`src/rtl/vx_ti_bvh_traverse_if.sv`:
```
// Handshake and operand bundle for the per-ray BVH traversal controller.
// master = traversal controller, slave = surrounding ray tracing unit.
`ifndef TI_FLOAT_BITS
`define TI_FLOAT_BITS 32
`endif

interface vx_ti_bvh_traverse_if #(
  parameter int NODE_BITS = 24,
  parameter int TAG_BITS  = 8
);
  localparam int FB = `TI_FLOAT_BITS;

  // ray request
  logic                 req_valid;
  logic                 req_ready;
  logic [3*FB-1:0]      req_ray_origin;
  logic [3*FB-1:0]      req_ray_dir;
  logic [FB-1:0]        req_ray_t;
  logic [NODE_BITS-1:0] req_root;
  logic [TAG_BITS-1:0]  req_tag;

  // node memory
  logic                 mem_req_valid;
  logic                 mem_req_ready;
  logic [NODE_BITS-1:0] mem_req_node;
  logic                 mem_rsp_valid;
  logic [3*FB-1:0]      mem_rsp_bmin;
  logic [3*FB-1:0]      mem_rsp_bmax;
  logic [NODE_BITS-1:0] mem_rsp_left;
  logic [15:0]          mem_rsp_count;

  // box intersection stage
  logic                 box_enable;
  logic [3*FB-1:0]      box_bmin;
  logic [3*FB-1:0]      box_bmax;
  logic [3*FB-1:0]      box_ray_origin;
  logic [3*FB-1:0]      box_ray_dir;
  logic [FB-1:0]        box_ray_t;
  logic                 box_intersect;

  // leaf output
  logic                 leaf_valid;
  logic                 leaf_ready;
  logic [NODE_BITS-1:0] leaf_first;
  logic [15:0]          leaf_count;
  logic [TAG_BITS-1:0]  leaf_tag;

  // completion
  logic                 done_valid;
  logic                 done_ready;
  logic [TAG_BITS-1:0]  done_tag;
  logic                 done_overflow;

  logic                 busy;

  modport master (
    input  req_valid, req_ray_origin, req_ray_dir, req_ray_t, req_root, req_tag,
    output req_ready,
    output mem_req_valid, mem_req_node,
    input  mem_req_ready,
    input  mem_rsp_valid, mem_rsp_bmin, mem_rsp_bmax, mem_rsp_left, mem_rsp_count,
    output box_enable, box_bmin, box_bmax, box_ray_origin, box_ray_dir, box_ray_t,
    input  box_intersect,
    output leaf_valid, leaf_first, leaf_count, leaf_tag,
    input  leaf_ready,
    output done_valid, done_tag, done_overflow,
    input  done_ready,
    output busy
  );

  modport slave (
    output req_valid, req_ray_origin, req_ray_dir, req_ray_t, req_root, req_tag,
    input  req_ready,
    input  mem_req_valid, mem_req_node,
    output mem_req_ready,
    output mem_rsp_valid, mem_rsp_bmin, mem_rsp_bmax, mem_rsp_left, mem_rsp_count,
    input  box_enable, box_bmin, box_bmax, box_ray_origin, box_ray_dir, box_ray_t,
    output box_intersect,
    input  leaf_valid, leaf_first, leaf_count, leaf_tag,
    output leaf_ready,
    input  done_valid, done_tag, done_overflow,
    output done_ready,
    input  busy
  );
endinterface

```
`src/rtl/vx_ti_bvh_traverse.sv`:
```
// Per-ray depth-first BVH traversal controller. Holds one ray, walks the tree
// with a node-index stack, drives the box test, emits hit leaves and a
// completion token. All outputs are decodes of the registered state.
`ifndef TI_FLOAT_BITS
`define TI_FLOAT_BITS 32
`endif

module vx_ti_bvh_traverse #(
  parameter int STACK_DEPTH = 16,
  parameter int NODE_BITS   = 24,
  parameter int TAG_BITS    = 8
) (
  input  logic                   clk,
  input  logic                   reset_n,
  vx_ti_bvh_traverse_if.master   bus
);
  localparam int FB      = `TI_FLOAT_BITS;
  localparam int SP_BITS = $clog2(STACK_DEPTH) + 1;

  typedef enum logic [2:0] {
    S_IDLE, S_FETCH, S_WAIT, S_TEST, S_LEAF, S_POP, S_DONE
  } state_t;

  state_t               r_state;
  logic [3*FB-1:0]      r_origin;
  logic [3*FB-1:0]      r_dir;
  logic [FB-1:0]        r_t;
  logic [TAG_BITS-1:0]  r_tag;
  logic [NODE_BITS-1:0] r_cur;
  logic [SP_BITS-1:0]   r_sp;
  logic                 r_ovf;
  logic [3*FB-1:0]      r_bmin;
  logic [3*FB-1:0]      r_bmax;
  logic [NODE_BITS-1:0] r_left;
  logic [15:0]          r_count;
  logic [NODE_BITS-1:0] r_stack [STACK_DEPTH];

  logic                 w_test;
  logic                 w_descend;
  logic                 w_push_ok;
  logic [NODE_BITS-1:0] w_left_inc;
  logic [SP_BITS-1:0]   w_sp_dec;

  assign w_test     = (r_state == S_TEST);
  // hit on an interior node: descend into left child, remember the right one
  assign w_descend  = w_test && bus.box_intersect && (r_count == '0);
  // a full stack drops the push; the left child is still visited
  assign w_push_ok  = w_descend && (r_sp != SP_BITS'(STACK_DEPTH));
  // wraps modulo 2^NODE_BITS on purpose
  assign w_left_inc = r_left + NODE_BITS'(1);
  assign w_sp_dec   = r_sp - SP_BITS'(1);

  // stack storage: no reset needed, sp alone defines which entries are live
  always_ff @(posedge clk) begin
    if (w_push_ok) begin
      r_stack[r_sp[SP_BITS-2:0]] <= w_left_inc;
    end
  end

  // traversal FSM and per-ray context
  always_ff @(posedge clk or negedge reset_n) begin
    if (!reset_n) begin
      r_state  <= S_IDLE;
      r_origin <= '0;
      r_dir    <= '0;
      r_t      <= '0;
      r_tag    <= '0;
      r_cur    <= '0;
      r_sp     <= '0;
      r_ovf    <= 1'b0;
      r_bmin   <= '0;
      r_bmax   <= '0;
      r_left   <= '0;
      r_count  <= '0;
    end else begin
      case (r_state)
        S_IDLE: begin
          if (bus.req_valid) begin
            r_origin <= bus.req_ray_origin;
            r_dir    <= bus.req_ray_dir;
            r_t      <= bus.req_ray_t;
            r_tag    <= bus.req_tag;
            r_cur    <= bus.req_root;
            r_sp     <= '0;
            r_ovf    <= 1'b0;
            r_state  <= S_FETCH;
          end
        end
        S_FETCH: begin
          if (bus.mem_req_ready) begin
            r_state <= S_WAIT;
          end
        end
        S_WAIT: begin
          if (bus.mem_rsp_valid) begin
            r_bmin  <= bus.mem_rsp_bmin;
            r_bmax  <= bus.mem_rsp_bmax;
            r_left  <= bus.mem_rsp_left;
            r_count <= bus.mem_rsp_count;
            r_state <= S_TEST;
          end
        end
        S_TEST: begin
          if (!bus.box_intersect) begin
            r_state <= S_POP;
          end else if (r_count != '0) begin
            r_state <= S_LEAF;
          end else begin
            r_cur <= r_left;
            if (w_push_ok) begin
              r_sp <= r_sp + SP_BITS'(1);
            end else begin
              r_ovf <= 1'b1;
            end
            r_state <= S_FETCH;
          end
        end
        S_LEAF: begin
          if (bus.leaf_ready) begin
            r_state <= S_POP;
          end
        end
        S_POP: begin
          if (r_sp == '0) begin
            r_state <= S_DONE;
          end else begin
            r_sp    <= w_sp_dec;
            r_cur   <= r_stack[w_sp_dec[SP_BITS-2:0]];
            r_state <= S_FETCH;
          end
        end
        S_DONE: begin
          if (bus.done_ready) begin
            r_state <= S_IDLE;
          end
        end
        default: r_state <= S_IDLE;
      endcase
    end
  end

  assign bus.req_ready      = (r_state == S_IDLE);
  assign bus.busy           = (r_state != S_IDLE);

  assign bus.mem_req_valid  = (r_state == S_FETCH);
  assign bus.mem_req_node   = (r_state == S_FETCH) ? r_cur : '0;

  assign bus.box_enable     = w_test;
  assign bus.box_bmin       = w_test ? r_bmin   : '0;
  assign bus.box_bmax       = w_test ? r_bmax   : '0;
  assign bus.box_ray_origin = w_test ? r_origin : '0;
  assign bus.box_ray_dir    = w_test ? r_dir    : '0;
  assign bus.box_ray_t      = w_test ? r_t      : '0;

  assign bus.leaf_valid     = (r_state == S_LEAF);
  assign bus.leaf_first     = (r_state == S_LEAF) ? r_left  : '0;
  assign bus.leaf_count     = (r_state == S_LEAF) ? r_count : '0;
  assign bus.leaf_tag       = (r_state == S_LEAF) ? r_tag   : '0;

  assign bus.done_valid     = (r_state == S_DONE);
  assign bus.done_tag       = (r_state == S_DONE) ? r_tag : '0;
  assign bus.done_overflow  = (r_state == S_DONE) && r_ovf;

endmodule

```
`src/flat_wrapper.sv`:
```
// flat-port wrapper written by rule: the top's interface ports become plain ports
module vx_ti_bvh_traverse_flat 
#(
  parameter int STACK_DEPTH = 16,
  parameter int NODE_BITS   = 24,
  parameter int TAG_BITS    = 8
)
  (clk, reset_n, bus_req_valid, bus_req_ray_origin, bus_req_ray_dir, bus_req_ray_t, bus_req_root, bus_req_tag, bus_req_ready, bus_mem_req_valid, bus_mem_req_node, bus_mem_req_ready, bus_mem_rsp_valid, bus_mem_rsp_bmin, bus_mem_rsp_bmax, bus_mem_rsp_left, bus_mem_rsp_count, bus_box_enable, bus_box_bmin, bus_box_bmax, bus_box_ray_origin, bus_box_ray_dir, bus_box_ray_t, bus_box_intersect, bus_leaf_valid, bus_leaf_first, bus_leaf_count, bus_leaf_tag, bus_leaf_ready, bus_done_valid, bus_done_tag, bus_done_overflow, bus_done_ready, bus_busy);
  vx_ti_bvh_traverse_if #(.NODE_BITS(NODE_BITS), .TAG_BITS(TAG_BITS)) bus_i ();
  input  logic clk;
  input  logic reset_n;
  input wire logic [$bits(bus_i.req_valid)-1:0] bus_req_valid;
  input wire logic [$bits(bus_i.req_ray_origin)-1:0] bus_req_ray_origin;
  input wire logic [$bits(bus_i.req_ray_dir)-1:0] bus_req_ray_dir;
  input wire logic [$bits(bus_i.req_ray_t)-1:0] bus_req_ray_t;
  input wire logic [$bits(bus_i.req_root)-1:0] bus_req_root;
  input wire logic [$bits(bus_i.req_tag)-1:0] bus_req_tag;
  output wire logic [$bits(bus_i.req_ready)-1:0] bus_req_ready;
  output wire logic [$bits(bus_i.mem_req_valid)-1:0] bus_mem_req_valid;
  output wire logic [$bits(bus_i.mem_req_node)-1:0] bus_mem_req_node;
  input wire logic [$bits(bus_i.mem_req_ready)-1:0] bus_mem_req_ready;
  input wire logic [$bits(bus_i.mem_rsp_valid)-1:0] bus_mem_rsp_valid;
  input wire logic [$bits(bus_i.mem_rsp_bmin)-1:0] bus_mem_rsp_bmin;
  input wire logic [$bits(bus_i.mem_rsp_bmax)-1:0] bus_mem_rsp_bmax;
  input wire logic [$bits(bus_i.mem_rsp_left)-1:0] bus_mem_rsp_left;
  input wire logic [$bits(bus_i.mem_rsp_count)-1:0] bus_mem_rsp_count;
  output wire logic [$bits(bus_i.box_enable)-1:0] bus_box_enable;
  output wire logic [$bits(bus_i.box_bmin)-1:0] bus_box_bmin;
  output wire logic [$bits(bus_i.box_bmax)-1:0] bus_box_bmax;
  output wire logic [$bits(bus_i.box_ray_origin)-1:0] bus_box_ray_origin;
  output wire logic [$bits(bus_i.box_ray_dir)-1:0] bus_box_ray_dir;
  output wire logic [$bits(bus_i.box_ray_t)-1:0] bus_box_ray_t;
  input wire logic [$bits(bus_i.box_intersect)-1:0] bus_box_intersect;
  output wire logic [$bits(bus_i.leaf_valid)-1:0] bus_leaf_valid;
  output wire logic [$bits(bus_i.leaf_first)-1:0] bus_leaf_first;
  output wire logic [$bits(bus_i.leaf_count)-1:0] bus_leaf_count;
  output wire logic [$bits(bus_i.leaf_tag)-1:0] bus_leaf_tag;
  input wire logic [$bits(bus_i.leaf_ready)-1:0] bus_leaf_ready;
  output wire logic [$bits(bus_i.done_valid)-1:0] bus_done_valid;
  output wire logic [$bits(bus_i.done_tag)-1:0] bus_done_tag;
  output wire logic [$bits(bus_i.done_overflow)-1:0] bus_done_overflow;
  input wire logic [$bits(bus_i.done_ready)-1:0] bus_done_ready;
  output wire logic [$bits(bus_i.busy)-1:0] bus_busy;
  assign bus_i.req_valid = bus_req_valid;
  assign bus_i.req_ray_origin = bus_req_ray_origin;
  assign bus_i.req_ray_dir = bus_req_ray_dir;
  assign bus_i.req_ray_t = bus_req_ray_t;
  assign bus_i.req_root = bus_req_root;
  assign bus_i.req_tag = bus_req_tag;
  assign bus_req_ready = bus_i.req_ready;
  assign bus_mem_req_valid = bus_i.mem_req_valid;
  assign bus_mem_req_node = bus_i.mem_req_node;
  assign bus_i.mem_req_ready = bus_mem_req_ready;
  assign bus_i.mem_rsp_valid = bus_mem_rsp_valid;
  assign bus_i.mem_rsp_bmin = bus_mem_rsp_bmin;
  assign bus_i.mem_rsp_bmax = bus_mem_rsp_bmax;
  assign bus_i.mem_rsp_left = bus_mem_rsp_left;
  assign bus_i.mem_rsp_count = bus_mem_rsp_count;
  assign bus_box_enable = bus_i.box_enable;
  assign bus_box_bmin = bus_i.box_bmin;
  assign bus_box_bmax = bus_i.box_bmax;
  assign bus_box_ray_origin = bus_i.box_ray_origin;
  assign bus_box_ray_dir = bus_i.box_ray_dir;
  assign bus_box_ray_t = bus_i.box_ray_t;
  assign bus_i.box_intersect = bus_box_intersect;
  assign bus_leaf_valid = bus_i.leaf_valid;
  assign bus_leaf_first = bus_i.leaf_first;
  assign bus_leaf_count = bus_i.leaf_count;
  assign bus_leaf_tag = bus_i.leaf_tag;
  assign bus_i.leaf_ready = bus_leaf_ready;
  assign bus_done_valid = bus_i.done_valid;
  assign bus_done_tag = bus_i.done_tag;
  assign bus_done_overflow = bus_i.done_overflow;
  assign bus_i.done_ready = bus_done_ready;
  assign bus_busy = bus_i.busy;
  vx_ti_bvh_traverse #(.STACK_DEPTH(STACK_DEPTH), .NODE_BITS(NODE_BITS), .TAG_BITS(TAG_BITS)) u_core (.clk(clk), .reset_n(reset_n), .bus(bus_i));
endmodule
```
`config.mk`:
```
export PLATFORM = sky130hd
export DESIGN_NAME = vx_ti_bvh_traverse_flat
export DESIGN_NICKNAME = d
export VERILOG_FILES = /design/src/rtl/vx_ti_bvh_traverse_if.sv /design/src/rtl/vx_ti_bvh_traverse.sv /design/src/flat_wrapper.sv
export SDC_FILE = /design/constraint.sdc
export NUM_CORES = 1
export LEC_CHECK = 0
export ABC_AREA = 1
export BUFFER_PORTS_ARGS = -buffer_cell sky130_fd_sc_hd__clkbuf_2
export CAP_MARGIN = 20
export CORE_AREA = 2 2 386 388
export DETAILED_ROUTE_END_ITERATION = 8
export DIE_AREA = 0 0 388 390
export PLACE_DENSITY = 0.54
export SLEW_MARGIN = 10
export SYNTH_ARGS = -nofsm -noshare
export SYNTH_HDL_FRONTEND = slang
export SYNTH_SLANG_ARGS = --single-unit
export TNS_END_PERCENT = 50
```
`constraint.sdc`:
```
create_clock -name clk -period 4.8 [get_ports clk]
set_clock_uncertainty 0.05 [all_clocks]
set_input_delay 0.24 -clock clk [delete_from_list [all_inputs] [get_ports clk]]
set_output_delay 0.24 -clock clk [all_outputs]
set_load 0.02 [all_outputs]
```
; Word level (Yosys, flattened, before mapping)
; Memory sizes are Yosys's and may differ from the RTL's.
; Cells that the tools add are included.
[totals]
register_bits = 497
latchBits = 0
ramBits = 384
rom_bits = 0
elab_cells = 87
n_memories = 1
[op_classes]
n_addsub = 3
n_mul = 0
n_div = 0
magnitude_cmp = 0
n_eq_ne = 17
n_shift = 0
mux = 37
n_bitwise = 0
reduce_logical = 17
[memory_table]
columns = memory, depth, word_bits, rd, rd_clocked_by_memory_dff, wr, line
row1 = u_core.r_stack, 16, 24, 1, 0, 1, vx_ti_bvh_traverse.sv:36  ; logic [NODE_BITS-1:0] r_stack [STACK_DEPTH];
[op_table]
columns = op, n
row1 = two-way mux 96 bit, 4
row2 = two-way mux 24 bit, 6
row3 = case mux 24 bit (3 select lines), 1
row4 = two-way mux 32 bit, 1
row5 = two-way mux 5 bit, 5
row6 = "adder 24 x 1 -> 24 bit, second input constant", 1
row7 = two-way mux 3 bit, 8
row8 = case mux 3 bit (7 select lines), 1
row9 = logical NOT 16 bit, 1
row10 = two-way mux 16 bit, 1
row11 = two-way mux 8 bit, 2
row12 = nonzero test 16 bit, 1
row13 = case mux 5 bit (3 select lines), 1
row14 = AND reduction 5 bit, 3
row15 = "inequality test 2 bit, second input constant", 7
row16 = "== test 3 bit, second input constant", 3
row17 = "== test 3 x 2 -> 1 bit, second input constant", 2
row18 = two-way mux 1 bit, 6
row19 = "inequality test 2 x 1 -> 1 bit, second input constant", 3
row20 = AND reduction 6 bit, 1
row21 = nonzero test 3 bit, 2
row22 = "adder 5 x 1 -> 5 bit, second input constant", 1
row23 = logical NOT 5 bit, 1
row24 = "inequality test 5 bit, second input constant", 1
row25 = 7 further kinds, 11

; Depth between registers and ports, before layout
[depth]
depth_word = 8
ltp_mapped = 15
mapped_depth_nobuf = 10

; Least setup slack after synthesis
; Ideal clock, no wire load.
[synth_timing]
path_kind = reg2reg
from = reg u_core.r_sp[0]
to = mem u_core.r_stack[0][0] (enable)
arrival_ns = 3.035
required_ns = 4.315
path_slack_ns = 1.280
path_stages_with_launch = 8
path_buffers = 3
cell_sequence = dfrtp_1 > buf_4 > inv_2 > buf_2 > buf_2 > ha_1 > nand3_1 > nor3_1
[synth_via]
elab_chain_cells = 4
[synth_rtl]
columns = element, line
row1 = "start, declared", vx_ti_bvh_traverse.sv:30  ; logic [SP_BITS-1:0] r_sp;
row2 = "start signal, assigned", vx_ti_bvh_traverse.sv:111  ; r_sp <= r_sp + SP_BITS'(1);
row3 = "start signal, assigned", vx_ti_bvh_traverse.sv:127  ; r_sp <= w_sp_dec;
row4 = inequality test 5 bit, vx_ti_bvh_traverse.sv:48  ; assign w_push_ok = w_descend && (r_sp != SP_BITS'(STACK_DEPTH));
row5 = logical AND 1 bit, vx_ti_bvh_traverse.sv:48
row6 = two-way mux 1 bit, vx_ti_bvh_traverse.sv:55  ; if (w_push_ok) begin
row7 = two-way mux 1 bit (implied by the code), vx_ti_bvh_traverse.sv:56  ; r_stack[r_sp[SP_BITS-2:0]] <= w_left_inc;
row8 = "end, declared", vx_ti_bvh_traverse.sv:36
; Parallel ways exist; a longest one is shown, timed or not.

; Worst setup path after layout
[layout_timing]
from = reg u_core.r_state[2]
to = out bus_box_ray_dir[51]
[layout_via]
elab_chain_cells = 2
[layout_rtl]
columns = element, line
row1 = "start, declared", vx_ti_bvh_traverse.sv:24  ; state_t r_state;
row2 = "start signal, assigned", vx_ti_bvh_traverse.sv:63  ; r_state <= S_IDLE;
row3 = "start signal, assigned", vx_ti_bvh_traverse.sv:86  ; r_state <= S_FETCH;
row4 = "start signal, assigned", vx_ti_bvh_traverse.sv:91  ; r_state <= S_WAIT;
row5 = == test 3 x 2 -> 1 bit, vx_ti_bvh_traverse.sv:44  ; assign w_test = (r_state == S_TEST);
row6 = two-way mux 96 bit, vx_ti_bvh_traverse.sv:152  ; assign bus.box_ray_dir = w_test ? r_dir : '0;
row7 = "end, declared", flat_wrapper.sv:31  ; output wire logic [$bits(bus_i.box_ray_dir)-1:0] bus_box_ray_dir;
; No other way between the ends.

==> flow_metrics.env <==
export IMPL_grt_pass1_wl_mm=251
export IMPL_slowest_stage="buf_4"
export IMPL_utilization_pct=36.5
export IMPL_internal_power_mw=18.5
export IMPL_powerDensity_nw_per_um2=602
export IMPL_netlist_area_um2=38100
export IMPL_finalCritPeriodShare_pct=71.5
export IMPL_timing_hold_ws_ns=0.107
export IMPL_dr_pass1_iters=6
export IMPL_syn_inst=4226
export IMPL_ys_warn_count=0
export IMPL_clkTransAtPathRegs_ns=0.06
export IMPL_cp_top_family="buffers and inverters"
export IMPL_route_vias_total=35200
export IMPL_hold_violations=0
export IMPL_cts_inserted_buffers=100
export IMPL_yosysTopAreaCellShare_pct=32.6
export IMPL_fin_ws_ns=1.37
export IMPL_yosysSeqAreaShare_pct=62.9
export IMPL_end_kind="primary output"
export IMPL_num_nets_final=6147
export IMPL_synth_nets=4728
export IMPL_die_y_um=390
export IMPL_gp_congestion=0.927
export IMPL_leakage_nw=25.7
export IMPL_finalSetupTns_ns=0
export IMPL_min_path_type="input pin to flop"
export IMPL_grt_max_degree=218
export IMPL_numPortBuffers=998
export IMPL_max_freq_mhz=291
export IMPL_worstMarginPinSlew_ns=1.05
export IMPL_cp_common_cell="buf_4"
export IMPL_grt_pass1_vias=34900
export IMPL_dp_hpwl_mm=133
export IMPL_cts_setup_buffers=0
export IMPL_place_ws_ns=1.81
export IMPL_fill_cells=15000
export IMPL_drtIter0Drc=2767
export IMPL_period_needed_ns=3.43
export IMPL_clkPwrFrac_pct=24.3
export IMPL_cts_tree="done"
export IMPL_clock_root_buffer="clkbuf_16"
export IMPL_power_switching_mw=13.8
export IMPL_critPathKind="flop to primary output"
export IMPL_multi_input_area_um2=11200
export IMPL_boundaryPins=999
export IMPL_cp_data_required_time_ns=4.51
export IMPL_die_w_um=388
export IMPL_overflow=0
export IMPL_vias_per_cell=4.58
export IMPL_synth_area_leaders="dfrtp_1 33%, edfxtp_1 30%, nand2_1 8.1%, nor2_1 8.0%, inv_1 5.1%"
export IMPL_wl_per_cell_um=23.4
export IMPL_drc=0
export IMPL_ant_nets=0
export IMPL_syn_to_final_growth_pct=40.7
export IMPL_finalMaxSlewViolations=0
export IMPL_max_vdd_ir_drop_uv=361
export IMPL_coreArea_um2=147000
export IMPL_syn_area_per_cell_um2=9.02
export IMPL_crit_chain="inv_4, nand3_4, buf_4, buf_4, nor2_1, clkbuf_2"
export IMPL_cts_max_path_buffers=3
export IMPL_max_slew_margin_pct=29.7
export IMPL_seq_area_um2=24000
export IMPL_rsz0062_at_grt="false"
export IMPL_grt_total_usage_pct=23.0
export IMPL_cts_sinks=881
export IMPL_die_area_um2=151000
export IMPL_maxCapViolCount=0
export IMPL_critPathBufInv=4
export IMPL_synth_seq_cells=881
export IMPL_cp_slowest_stage_delay_ns=0.71
export IMPL_cp_start_kind="flop"
export IMPL_critPathArrivalTime_ns=3.14
export IMPL_p_sw_share_pct=42.6
export IMPL_status="finished clean"
export IMPL_layout_drive_gt1_share_pct=22.2
export IMPL_drt_total_wl_mm=180
export IMPL_yosys_area_top_type="dfrtp_1"
export IMPL_synth_distinct_cells=30
export IMPL_placementRows=141
export IMPL_start_util_pct=25.9
export IMPL_insertion_delay_ns=0.75
export IMPL_cp_max_fo=78
export IMPL_h_tree_depth=3
export IMPL_finalSetupViolCount=0
export IMPL_combinationalPowerShare_pct=41.2
export IMPL_p_seq_share_pct=34.5
export IMPL_antenna_found_initial=44
==> metal layers <==
| layer | track usage (%) | vias up | part of all wire (%) |
|---|---|---|---|
| met2 | 36.3 | 1440 | 45 |
| li1 | - | 16200 | - |
| met1 | 29.3 | 17200 | 41 |
| met5 | 0 | - | 0.042 |
| met3 | 5.83 | 331 | 8.2 |
| met4 | 11.2 | 12 | 5.4 |
==> registers in the layout, summed over array words and instances (netlist names) <==
name / count
u_core.r_bmax: 96
u_core.r_bmin: 96
u_core.r_count: 16
u_core.r_cur: 24
u_core.r_dir: 96
u_core.r_left: 24
u_core.r_origin: 96
u_core.r_ovf: 1
u_core.r_sp: 5
u_core.r_stack: 384
u_core.r_state: 3
u_core.r_t: 32
u_core.r_tag: 8
==> logic make-up (layout without fill, tap and decap cells) <==
logic type,count (synthesis),in the layout,synth area share (%)
other cells,0,24,0
simple gates,2016,2016,21.3
flops,881,881,62.9
xor+xnor,23,23,0.548
buf+inv,774,2279,8.22
compound gates,526,526,6.93
fa+ha+maj,6,6,0.197
==> path summary, 6_finish.rpt <==
| kind | start | end | slack, ns | cells past startpoint |
|---|---|---|---|---|
| setup / recovery | u_core.r_state[2] | bus_box_ray_dir[51] | 1.37 | 6 |
| hold / removal | bus_req_root[21] | u_core.r_cur[21] | 0.11 | 5 |
| setup reg to reg | u_core.r_state[0] | u_core.r_state[2] | 1.76 | 7 |
| hold reg to reg | u_core.r_sp[4] | u_core.r_sp[4] | 0.46 | 2 |
| max in group asynchronous | reset_n | u_core.r_dir[88] | 2.89 | 4 |
| min in group asynchronous | reset_n | u_core.r_cur[10] | 0.52 | 3 |
==> per-stage QoR <==
step / power [mW] / std cells / cell area [um2]
detailed placement: 24.1 / 6980 / 45300
finish: 32.3 / 7685 / 53700
floorplan: 18.8 / 4226 / 38100
global route: 34.1 / 7676 / 53600
CTS: 32.4 / 7658 / 53500
global placement: 23.9 / 6974 / 45200
==> worst min-delay path, stage by stage <==
cell      delay (ns)
clkbuf_2        0.08
nand3_1         0.06
o21ai_0         0.23
nor2_1          0.09
a21oi_1         0.16
==> cell usage in the layout (no fill, tap or decap), drive strengths merged, types with 37 or more instances in the layout <==
master	n
clkbuf	1137
nand2	830
nor2	818
inv	523
dfrtp	497
dlygate4sd3	490
edfxtp	384
nand3	338
o21ai	262
a21oi	262
buf	81
clkinv	37
==> cell type report <==
cell class / count / share of cell area (%)
well taps: 1930 / 4.50
inverters: 523 / 3.67
clock buffers: 140 / 5.19
clock inverters: 48 / 1.08
repair buffers: 1568 / 20.0
flip-flops and latches: 881 / 44.7
diodes: 24 / 0.112
multi-input cells: 2571 / 20.8
==> repair_timing <==
action	CTS	global route
hold buffers	490	0
gates resized for setup	0	0
setup endpoints to repair	0	0
hold endpoints to repair	569	0
==> synthesized netlist by cell type <==
| master | n |
|---|---|
| buf_2 | 152 |
| clkinv_1 | 1 |
| nand2_4 | 1 |
| o32ai_1 | 1 |
| a21oi_2 | 1 |
| buf_4 | 8 |
| inv_1 | 514 |
| nand3_1 | 338 |
| xnor2_2 | 1 |
| a21oi_1 | 261 |
| nand2_1 | 824 |
| nor2_4 | 1 |
| xor2_1 | 22 |
| o22ai_1 | 1 |
| nand2_2 | 5 |
| clkbuf_1 | 82 |
| nand4_1 | 13 |
| edfxtp_1 | 384 |
| inv_2 | 7 |
| o21ai_0 | 262 |
| inv_4 | 1 |
| nor2_2 | 3 |
| nor3_2 | 2 |
| buf_1 | 8 |
| nor2_1 | 813 |
| nor2_8 | 1 |
| ha_1 | 6 |
| dfrtp_1 | 497 |
| buf_6 | 1 |
| nor3_1 | 15 |
==> power groups by stage <==
stage	combinational [mW]	sequential, mW	clock (mW)
3_5_place_dp	12.9	11.3	0
2_1_floorplan	7.79	11.0	0
5_1_grt	14.6	11.3	8.26
3_3_place_gp	12.7	11.3	0
6_report	13.3	11.2	7.84
4_1_cts	13.3	11.1	7.97
Power figures use the tool's default switching activity.
